$ cat src/rtl/fifo_wr_arbiter.sv
`default_nettype none
// ============================================================================
// Module   : fifo_wr_arbiter
// Brief    : Round-robin burst arbiter sharing one FIFO write port among
//            N_REQ producers, with FIFO-full backpressure.
//            Optional source-ID tagging on the write word: FIFO_ARB_TAG_EN.
// Revision : 1.0  initial release
// ============================================================================
module fifo_wr_arbiter #(
    parameter int N_REQ      = 4,
    parameter int WORD_WIDTH = 8,
    parameter int BURST      = 4,
    localparam int IDW       = (N_REQ > 1) ? $clog2(N_REQ) : 1,
`ifdef FIFO_ARB_TAG_EN
    localparam int OW        = WORD_WIDTH + IDW
`else
    localparam int OW        = WORD_WIDTH
`endif
) (
    input  logic                          clk,
    input  logic                          reset,
    input  logic [N_REQ-1:0]              i_req,
    input  logic [N_REQ*WORD_WIDTH-1:0]   i_data,
    input  logic                          i_full,
    output logic [N_REQ-1:0]              o_ack,
    output logic                          o_w_en,
    output logic [OW-1:0]                 o_w_data,
    output logic [N_REQ-1:0]              o_grant,
    output logic                          o_busy
);

    localparam int CW = $clog2(BURST + 1);

    typedef enum logic [0:0] {
        S_IDLE  = 1'b0,
        S_BURST = 1'b1
    } state_t;

    state_t                 r_state;
    state_t                 w_state_nxt;
    logic [IDW-1:0]         r_gid;
    logic [IDW-1:0]         w_gid_nxt;
    logic [IDW-1:0]         r_last;
    logic [IDW-1:0]         w_last_nxt;
    logic [CW-1:0]          r_cnt;
    logic [CW-1:0]          w_cnt_nxt;

    logic [WORD_WIDTH-1:0]  w_words [N_REQ];
    logic                   w_xfer;
    logic                   w_last_word;
    logic [N_REQ-1:0]       w_gid_onehot;
    logic [N_REQ-1:0]       w_ack;
    logic                   w_w_en;
    logic [OW-1:0]          w_w_data;

    for (genvar g = 0; g < N_REQ; g++) begin : g_unpack
        assign w_words[g] = i_data[g*WORD_WIDTH +: WORD_WIDTH];
    end

    // Rotating-priority search starting just after the previous owner.
    function automatic logic [IDW-1:0] f_pick(
        input logic [N_REQ-1:0] req,
        input logic [IDW-1:0]   last
    );
        logic [IDW-1:0] pick;
        logic [IDW-1:0] idx;
        logic           found;
        pick  = '0;
        found = 1'b0;
        for (int d = 1; d <= N_REQ; d++) begin
            idx = IDW'((int'(last) + d) % N_REQ);
            if (!found && req[idx]) begin
                found = 1'b1;
                pick  = idx;
            end
        end
        return pick;
    endfunction

    function automatic logic [N_REQ-1:0] f_onehot(input logic [IDW-1:0] id);
        logic [N_REQ-1:0] v;
        v     = '0;
        v[id] = 1'b1;
        return v;
    endfunction

    assign w_gid_onehot = f_onehot(r_gid);
    assign w_last_word  = (r_cnt == CW'(BURST - 1));
    // Reset gates the write in the same cycle so an aborted burst never leaks a word.
    assign w_xfer       = (r_state == S_BURST) && i_req[r_gid] && !i_full && !reset;

    always_ff @(posedge clk) begin
        if (reset) begin
            r_state <= S_IDLE;
            r_gid   <= '0;
            r_last  <= IDW'(N_REQ - 1);
            r_cnt   <= '0;
        end else begin
            r_state <= w_state_nxt;
            r_gid   <= w_gid_nxt;
            r_last  <= w_last_nxt;
            r_cnt   <= w_cnt_nxt;
        end
    end

    always_comb begin
        w_state_nxt = r_state;
        w_gid_nxt   = r_gid;
        w_last_nxt  = r_last;
        w_cnt_nxt   = r_cnt;
        w_ack       = '0;
        w_w_en      = 1'b0;
        w_w_data    = '0;

        if (w_xfer) begin
            w_ack    = w_gid_onehot;
            w_w_en   = 1'b1;
`ifdef FIFO_ARB_TAG_EN
            w_w_data = {r_gid, w_words[r_gid]};
`else
            w_w_data = w_words[r_gid];
`endif
        end

        case (r_state)
            S_IDLE: begin
                if (|i_req) begin
                    w_gid_nxt   = f_pick(i_req, r_last);
                    w_cnt_nxt   = '0;
                    w_state_nxt = S_BURST;
                end
            end
            S_BURST: begin
                if (w_xfer) begin
                    w_cnt_nxt = r_cnt + CW'(1);
                end
                // A dropped request ends the grant early; full alone never does.
                if ((w_xfer && w_last_word) || !i_req[r_gid]) begin
                    w_state_nxt = S_IDLE;
                    w_last_nxt  = r_gid;
                    w_cnt_nxt   = '0;
                end
            end
            default: begin
                w_state_nxt = S_IDLE;
            end
        endcase
    end

    assign o_ack    = w_ack;
    assign o_w_en   = w_w_en;
    assign o_w_data = w_w_data;
    assign o_busy   = (r_state == S_BURST);
    assign o_grant  = (r_state == S_BURST) ? w_gid_onehot : '0;

endmodule
`default_nettype wire

$ cat config.mk
export PLATFORM = sky130hd
export DESIGN_NAME = fifo_wr_arbiter
export DESIGN_NICKNAME = d
export VERILOG_FILES = /design/src/rtl/fifo_wr_arbiter.sv
export SDC_FILE = /design/constraint.sdc
export NUM_CORES = 1
export LEC_CHECK = 0
export CORE_ASPECT_RATIO = 0.8
export CORE_MARGIN = 2
export CORE_UTILIZATION = 25
export DETAILED_ROUTE_END_ITERATION = 6
export PLACE_DENSITY = 0.63
export SLEW_MARGIN = 20
export SYNTH_ARGS = -nofsm -noshare
export SYNTH_HDL_FRONTEND = slang
export SYNTH_SLANG_ARGS = --single-unit
$ cat constraint.sdc
create_clock -name clk -period 2.31 [get_ports clk]
set_input_delay 0.231 -clock clk [delete_from_list [all_inputs] [get_ports clk]]
set_output_delay 0.231 -clock clk [all_outputs]
set_load 0.05 [all_outputs]
Word level (Yosys, flattened, before mapping)
Cells that the tools add are included.

Output and inout port bits: 18. Input port bits: 39. Flip-flop bits (word level): 8.

Add/sub/neg operators: 5. Eq/ne operators: 3. Mux-type cells: 39. Order comparisons: 7. Reduce and logical (&&, ||, !) cells: 19. Bitwise gates (word level): 2.

Operator list (number): $mux W8 (3); $mux W1 (18); $bmux W8 S2 (1); $lt A2 B3 Y1 const B (5); $bmux W1 S2 (5); $mux W3 (3); $logic_and A1 B1 Y1 (8); $mux W2 (4); $mux W4 (2); $logic_not A1 Y1 (6); $pmux W3 S2 (1); $reduce_and A2 Y1 (3); $add A2 B1 Y2 const B (2); $add A2 B2 Y2 const B (2); $reduce_or A4 Y1 (1); $add A3 B1 Y3 const B (1); $eq A3 B2 Y1 const B (1); $ge A3 B3 Y1 const B (1); $ne A3 B1 Y1 const B (1); $not A2 Y3 (1); $demux W1 S2 (1); $ge A2 B1 Y1 const B (1); $ne A2 B2 Y1 const B (1); $pmux W1 S2 (1); other kinds (2) (2).

Depth between registers and ports, before layout
Gate-level depths: netlist (run 1).

Word-level depth: 19. Depth in mapped cells: 6. Depth with buffers taken out: 6.

Worst setup path before layout (run 1)
OpenSTA, ideal clock, no wires.

Path kind: register -> output. Start: register r_state (netlist: o_busy). End: output o_ack[0]. Path buffers: 0. Data required time: 2079 ps. Arrival time: 2623 ps. Cell stages (with the launch flop): 3. Setup slack: -544 ps. Path through: dfxtp_1 -> nand2b_1 -> nor4b_1.

Word-level cells in the longest chain between the ends: 4.

Ends and longest elaborated chain: start, declared (RTL line 39) `state_t r_state;`; start signal, assigned (RTL line 99) `r_state <= w_state_nxt;`; $logic_and A1 B1 Y1 (3 in series) (RTL line 90) `assign w_xfer = (r_state == S_BURST) && i_req[r_gid] && !i_full && !reset;`; $mux W4 (RTL line 115) `if (w_xfer) begin`; end, declared (RTL line 25) `output logic [N_REQ-1:0] o_ack,`.

No other way between the ends.

Final worst setup path (run 1)
Start: register r_state (netlist: o_busy). End: output o_grant[0].

Word-level cells in the longest chain between the ends: 1.

Ends and longest elaborated chain: $mux W4 (RTL line 154) `assign o_grant = (r_state == S_BURST) ? w_gid_onehot : '0;`; end, declared (RTL line 28) `output logic [N_REQ-1:0] o_grant,`.

No other way between the ends.

==> out/results.ini, run 1 <==
[die]
ios = 57
floorplan.rows = 19
die_h_um = 58.0
die_w_um = 71.4
floorplan.initialDensity_pct = 26.4
die_area_mm2 = 0.00414
floorplan.core_area_mm2 = 0.00345

[global_routing]
pin_count_of_the_biggest_net_entering_global_routing = 17
grt_util_all_layers_pct = 14.3
grt_pass1_wl_mm = 4.64
grt_pass1_vias = 985
grt.overflow.total = 0
antenna_found_initial = 0

[timing]
layout_worst_path_cycle_share_pct = 91.0
timing.setup.tns_ns = 0
worstMarginPinSlew_ns = 0.514
slew_violations = 0
setup_repair_after_global_routing_missed_its_margin = false
timing.fmax_mhz = 476
timing.clock.skew_ns = 0.000973
worst_slew_margin_rel_pct = 65.6
final_hold_viol_count = 0
finalSetupViolations = 0
finalCriticalPeriod_ns = 2.10

[logic_synthesis]
synthDistinctLibCells = 38
synthesis.area_um2 = 910
synth-edff-count = 0
avgSynthCellArea_um2 = 9.28
synth_sequential_area_ratio_pct = 17.6
count_of_warnings_emitted_by_yosys = 0
syn-num-nets = 139
leading_post_synthesis_cells_by_cell_area = dfxtp_1 (18%), mux4_2 (15%), and3_1 (6.2%)
synthCells = 98
ys_async_sr_fraction_pct = 0
synthDominantCellAreaShare_pct = 17.6
postSynthRegisterBits = 8
netlist.top_cell.by_area = dfxtp_1
synth_top_flop_cell = dfxtp_1

[critical_path]
worstPathArrival_ns = 1.87
timing.critical_path.fanout_max = 10
crit-reg2reg-launch = r_gid[1]
worst-r2r-setup-slack_ns = 0.80
r2r_cells = 4
reg2reg_to = r_cnt[1]
crit_type = reg2out
worst_setup_path_start_kind = flip-flop
cp_data_required_time_ns = 2.08
setup.worst_path.end_class = output port

[route]
drt_iter0_drc = 26
drt.antenna.violating_nets = 0
post-route-drc-count = 0
routed_wirelength_mm = 2.85
route.detailed.wl_per_inst_um = 14.6
drt-vias-per-instance = 4.98
firstDrtPassIters = 4
via_count = 977

[layout]
final_layout_size_suffix_gt1_share_pct = 26.6
filler_cell_count_in_the_final_layout = 325
antenna-diode-count = 0
layout.nets = 197
finish.instance_area_mm2 = 0.00168
area_of_combinational_cells_with_multiple_inputs_um2 = 694
seqCellArea_um2 = 160
area_delta_synth_final_pct = 85.1

[clocking]
clock_pin_slew_on_the_worst_setup_and_hold_paths_ns = 0.04
postCtsResizedCells = 0
cts-buffers-inserted = 3
cts_max_level = 1
clockRootBuffer = clkbuf_8
ctsLongestPathBuffers = 2
hold_buffers = 0
clock_latency_on_the_worst_skew_pair_ns = 0.23
post_cts_setup_inserts = 0
cts_tree = done
number_of_sinks_handled_by_clock_tree_synthesis = 8

[hold_path]
worst_hold_path.num_cells = 2
hold_crit_path_type = reg2reg
worstHoldStart = r_cnt[1]
min_delay_worst_endpoint = r_cnt[1]

[place]
dpl-instance-area_mm2 = 0.00164
place.gp.congestion = 0.859
port_buffers = 56
detailedPlacementHpwl_mm = 2.36

[power]
cellPowerDensity_mw_per_mm2 = 389
leakagePower_nw = 0.671
peak_supply_drop_uv = 191

[status]
status = completed

[job]
max-cap-violations = 0

==> power breakdown <==
part           internal (W)  total, W  switching, W
Sequential         0.000150  0.000171     0.0000209
Combinational      0.000171  0.000321      0.000150
Clock              0.000112  0.000163     0.0000506
Total              0.000434  0.000655      0.000221
==> layout by cell type, fill, tap and decap left out, types with 3 or more instances in the layout <==
cell             count
a21oi_1              3
and3_1               9
buf_12              13
buf_4                7
clkbuf_8             3
clkdlybuf4s50_1     40
dfxtp_1              8
inv_1                6
mux2i_1              3
mux4_2               6
nand2_1              7
nand2b_1             4
nor2_1              10
o32ai_1              3
==> layout make-up <==
class                           instances  area share (%)
Clock buffer                            3            2.45
Inverter                                6            1.34
Tap cell                               42            3.12
Multi-Input combinational cell         77            41.2
Timing Repair Buffer                   60            42.3
Sequential cell                         8            9.51
==> worst max-delay path by stage <==
stage | depth (start not counted) | endpoint | from
after global routing | 3 | o_grant[0] | o_busy
after global placement | 5 | o_w_data[6] | i_req[2]
after floorplan | 2 | o_ack[0] | o_busy
after CTS | 3 | o_grant[0] | o_busy
after detailed placement | 5 | o_w_data[3] | i_req[2]
final | 3 | o_grant[0] | o_busy
==> cells by family after synthesis <==
kind of cell               synth area share (%)
adders and majority gates                  2.75
AOI/OAI and AO/OA                          17.1
and+or+nand+nor                            27.5
muxes                                      27.1
buffers and inverters                      7.98
DFF                                        17.6
==> state kept, by name (all words and copies together) (netlist names) <==
signal,cells
o_busy,1
r_cnt,3
r_gid,2
r_last,2
==> metal layers <==
layer	GRT usage (%)	part of all wire, %
met2	26.5	49
met5	0	0
met1	16.8	42
met3	2.43	7.1
met4	4.85	1.4
==> synth_stat cells (2+ instances only) <==
cell type  instances
and3_1             9
mux2i_1            3
a21oi_1            3
nand2_1            7
mux4_2             6
nand3_1            2
nand2b_1           4
o21ai_1            2
nor2_1            10
clkbuf_1           3
dfxtp_1            8
ha_1               2
mux4_1             2
nor3_1             2
o32ai_1            3
buf_6              3
o21ai_0            2
inv_1              6
and2_1             2
==> critical path, stage by stage, from the launching register on <==
cell	delay (ns)
dfxtp_1	0.48
nand2b_1	0.22
nor2_1	0.13
clkdlybuf4s50_1	0.82
==> stage by stage <==
step / cells / total power [W] / hold slack, ns / utilization [%] / worst slack [ns]
final: 196 / 0.000655 / 0.493 / 48.9 / 0.207
after global routing: 196 / 0.000692 / 0.510 / 48.9 / 0.0691
after CTS: 196 / 0.000663 / 0.495 / 48.9 / 0.192
after detailed placement: 193 / 0.000497 / 0.487 / 47.7 / 0.289
after global placement: 193 / 0.000489 / 0.467 / 47.7 / 0.357
after floorplan: 98 / 0.000365 / 0.386 / - / 0.121
(Power assumes the default switching activity.)
==> run 2, diff against run 1 <==
--- a/config.mk
+++ b/config.mk
@@ -5,11 +5,14 @@
 export SDC_FILE = /design/constraint.sdc
 export NUM_CORES = 1
 export LEC_CHECK = 0
+export CELL_PAD_IN_SITES_DETAIL_PLACEMENT = 0
+export CELL_PAD_IN_SITES_GLOBAL_PLACEMENT = 2
 export CORE_ASPECT_RATIO = 0.8
 export CORE_MARGIN = 2
-export CORE_UTILIZATION = 25
+export CORE_UTILIZATION = 21
 export DETAILED_ROUTE_END_ITERATION = 6
-export PLACE_DENSITY = 0.63
+export GPL_ROUTABILITY_DRIVEN = 0
+export PLACE_DENSITY = 0.89
 export SLEW_MARGIN = 20
 export SYNTH_ARGS = -nofsm -noshare
 export SYNTH_HDL_FRONTEND = slang
==> run 2 against run 1 <==
Effect of this change: power grew 1.7%; non-clock buffer count unchanged; hold slack got worse by 0.012 ns; first-iteration DRC count increased by 81%; clock power grew 4%; global-route usage down 0.86 points; via count is 3.8% higher; flip-flop and latch count unchanged.
==> out/results.ini, run 2 (synthesized netlist as in run 1, its figures left out) <==
[critical_path]
setup.worst_path.end_class = output port  ; unchanged
cp_data_required_time_ns = 2.08  ; about the same
crit_type = reg2out  ; unchanged
worst_setup_path_start_kind = flip-flop  ; unchanged
timing.critical_path.fanout_max = 10  ; unchanged
worstPathArrival_ns = 1.89  ; was 1.87 ns

[route]
drt.antenna.violating_nets = 0  ; unchanged
firstDrtPassIters = 4  ; unchanged
drt-vias-per-instance = 4.81  ; was 4.98
drt_iter0_drc = 47  ; was 26
routed_wirelength_mm = 3.16  ; was 2.85 mm
route.detailed.wl_per_inst_um = 15.0  ; was 14.6 µm
via_count = 1014  ; was 977
post-route-drc-count = 0  ; unchanged

[timing]
slew_violations = 0  ; unchanged
timing.fmax_mhz = 471  ; was 476 MHz
postLayoutSetupSlackWorst_ns = 0.186  ; was 0.207 ns
layout_worst_path_cycle_share_pct = 91.9  ; was 91.0%
worstMarginPinSlew_ns = 0.518  ; was 0.514 ns
worst_slew_margin_rel_pct = 65.4  ; was 65.6%
timing.setup.tns_ns = 0  ; unchanged
setup_repair_after_global_routing_missed_its_margin = false  ; unchanged
final_hold_viol_count = 0  ; unchanged
finalCriticalPeriod_ns = 2.12  ; was 2.10 ns
finalSetupViolations = 0  ; unchanged
timing.clock.skew_ns = 0.00337  ; was 0.000973 ns

[die]
die_w_um = 77.6  ; was 71.4 µm
floorplan.initialDensity_pct = 21.8  ; was 26.4%
die_h_um = 62.9  ; was 58.0 µm
floorplan.rows = 21  ; was 19
floorplan.core_area_mm2 = 0.00418  ; was 0.00345 mm²
ios = 57  ; unchanged
die_area_mm2 = 0.00488  ; was 0.00414 mm²

[layout]
antenna-diode-count = 0  ; unchanged
area_delta_synth_final_pct = 87.2  ; was 85.1%
final_layout_size_suffix_gt1_share_pct = 26.6  ; unchanged
layout_commonest_cell = clkdlybuf4s50_1  ; unchanged
largest_register_ff_count = 3  ; unchanged
layout.nets = 197  ; unchanged
most-common-layout-cells = clkdlybuf4s50_1 (40), buf_12 (13), nor2_1 (10)  ; unchanged
finish.utilization_pct = 40.8  ; was 48.9%
finalNonFillerCells = 211  ; was 196
regMostFlops = r_cnt  ; unchanged
largest_registers = r_cnt (3), r_gid (2), r_last (2)  ; unchanged

[place]
numPlacedInstances = 208  ; was 193
detailedPlacementHpwl_mm = 2.54  ; was 2.36 mm
port_buffers = 56  ; unchanged
detailedPlace.worstSlack_ns = 0.270  ; was 0.289 ns

[global_routing]
antenna_found_initial = 0  ; unchanged
grt_pass1_wl_mm = 5.24  ; was 4.64 mm
grt.overflow.total = 0  ; unchanged
grt_util_all_layers_pct = 13.4  ; was 14.3%
grt_pass1_vias = 1056  ; was 985
pin_count_of_the_biggest_net_entering_global_routing = 17  ; unchanged

[power]
peak_supply_drop_uv = 127  ; was 191 µV
report.power.total_w = 0.000666  ; was 0.000655 W
leakagePower_nw = 0.671  ; unchanged
cellPowerDensity_mw_per_mm2 = 391  ; was 389 mW/mm²

[clocking]
ctsLongestPathBuffers = 2  ; unchanged
number_of_sinks_handled_by_clock_tree_synthesis = 8  ; unchanged
clock_pin_slew_on_the_worst_setup_and_hold_paths_ns = 0.04  ; about the same
hold_buffers = 0  ; unchanged
postCtsResizedCells = 0  ; unchanged
clockRootBuffer = clkbuf_8  ; unchanged
cts_max_level = 1  ; unchanged
post_cts_setup_inserts = 0  ; unchanged
clock_latency_on_the_worst_skew_pair_ns = 0.23  ; about the same
cts_tree = done  ; unchanged
cts-buffers-inserted = 3  ; unchanged

[status]
status = completed  ; unchanged

[job]
max-cap-violations = 0  ; unchanged

[hold_path]
hold_crit_path_type = reg2reg  ; unchanged

## run 2: cell counts in the layout (fill, tap and decap cells not counted)
Identical to the previous run, type by type.
## run 2: final cells by class
type | instances | area, µm²
tap | 57 | 71.3
multi-input combinational | 77 | 694
clock buffer | 3 | 41.3
sequential | 8 | 160
inverter | 6 | 22.5
timing repair buffer | 60 | 713
fill | 400 | 2470
## run 2: path summary, 6_finish.rpt
check            from          to  slack, ns  depth (start not counted)
max            o_busy  o_grant[0]       0.19                          3
min          r_cnt[1]    r_cnt[1]       0.48                          2
max reg2reg  r_gid[1]    r_cnt[2]       0.83                          4
min reg2reg  r_cnt[1]    r_cnt[1]       0.48                          2
## run 2: report_power, final
group / total, W / internal, W / switching [W]
Clock: 0.000170 / 0.000113 / 0.0000568
Sequential: 0.000168 / 0.000150 / 0.0000181
Combinational: 0.000328 / 0.000171 / 0.000157
## run 2: worst max-delay path: stages, from the launching register on
cell	delay (ns)
dfxtp_1	0.49
nand2b_1	0.22
nor2_1	0.13
clkdlybuf4s50_1	0.83
## run 2: metal layers
metal | up-vias | track usage (%) | share of wire, %
li1 | 481 | - | -
met1 | 483 | 14.7 | 43
met2 | 47 | 24.6 | 49
met3 | 3 | 2.89 | 6.9
met4 | 0 | 6.03 | 1.2
met5 | - | 0 | 0
## run 2: stage by stage
step	area, µm²	hold WS (ns)
finish	1700	0.481
global route	1700	0.518
CTS	1700	0.486
detailed placement	1660	0.480
global placement	1660	0.467
floorplan	927	0.386
==> run 3, diff against run 2 <==
--- a/config.mk
+++ b/config.mk
@@ -5,6 +5,7 @@
 export SDC_FILE = /design/constraint.sdc
 export NUM_CORES = 1
 export LEC_CHECK = 0
+export ABC_CLOCK_PERIOD_IN_PS = 2310
 export CELL_PAD_IN_SITES_DETAIL_PLACEMENT = 0
 export CELL_PAD_IN_SITES_GLOBAL_PLACEMENT = 2
 export CORE_ASPECT_RATIO = 0.8
==> results of run 3 <==
The final DEF is identical to that of run 2; final timing and power are the same.
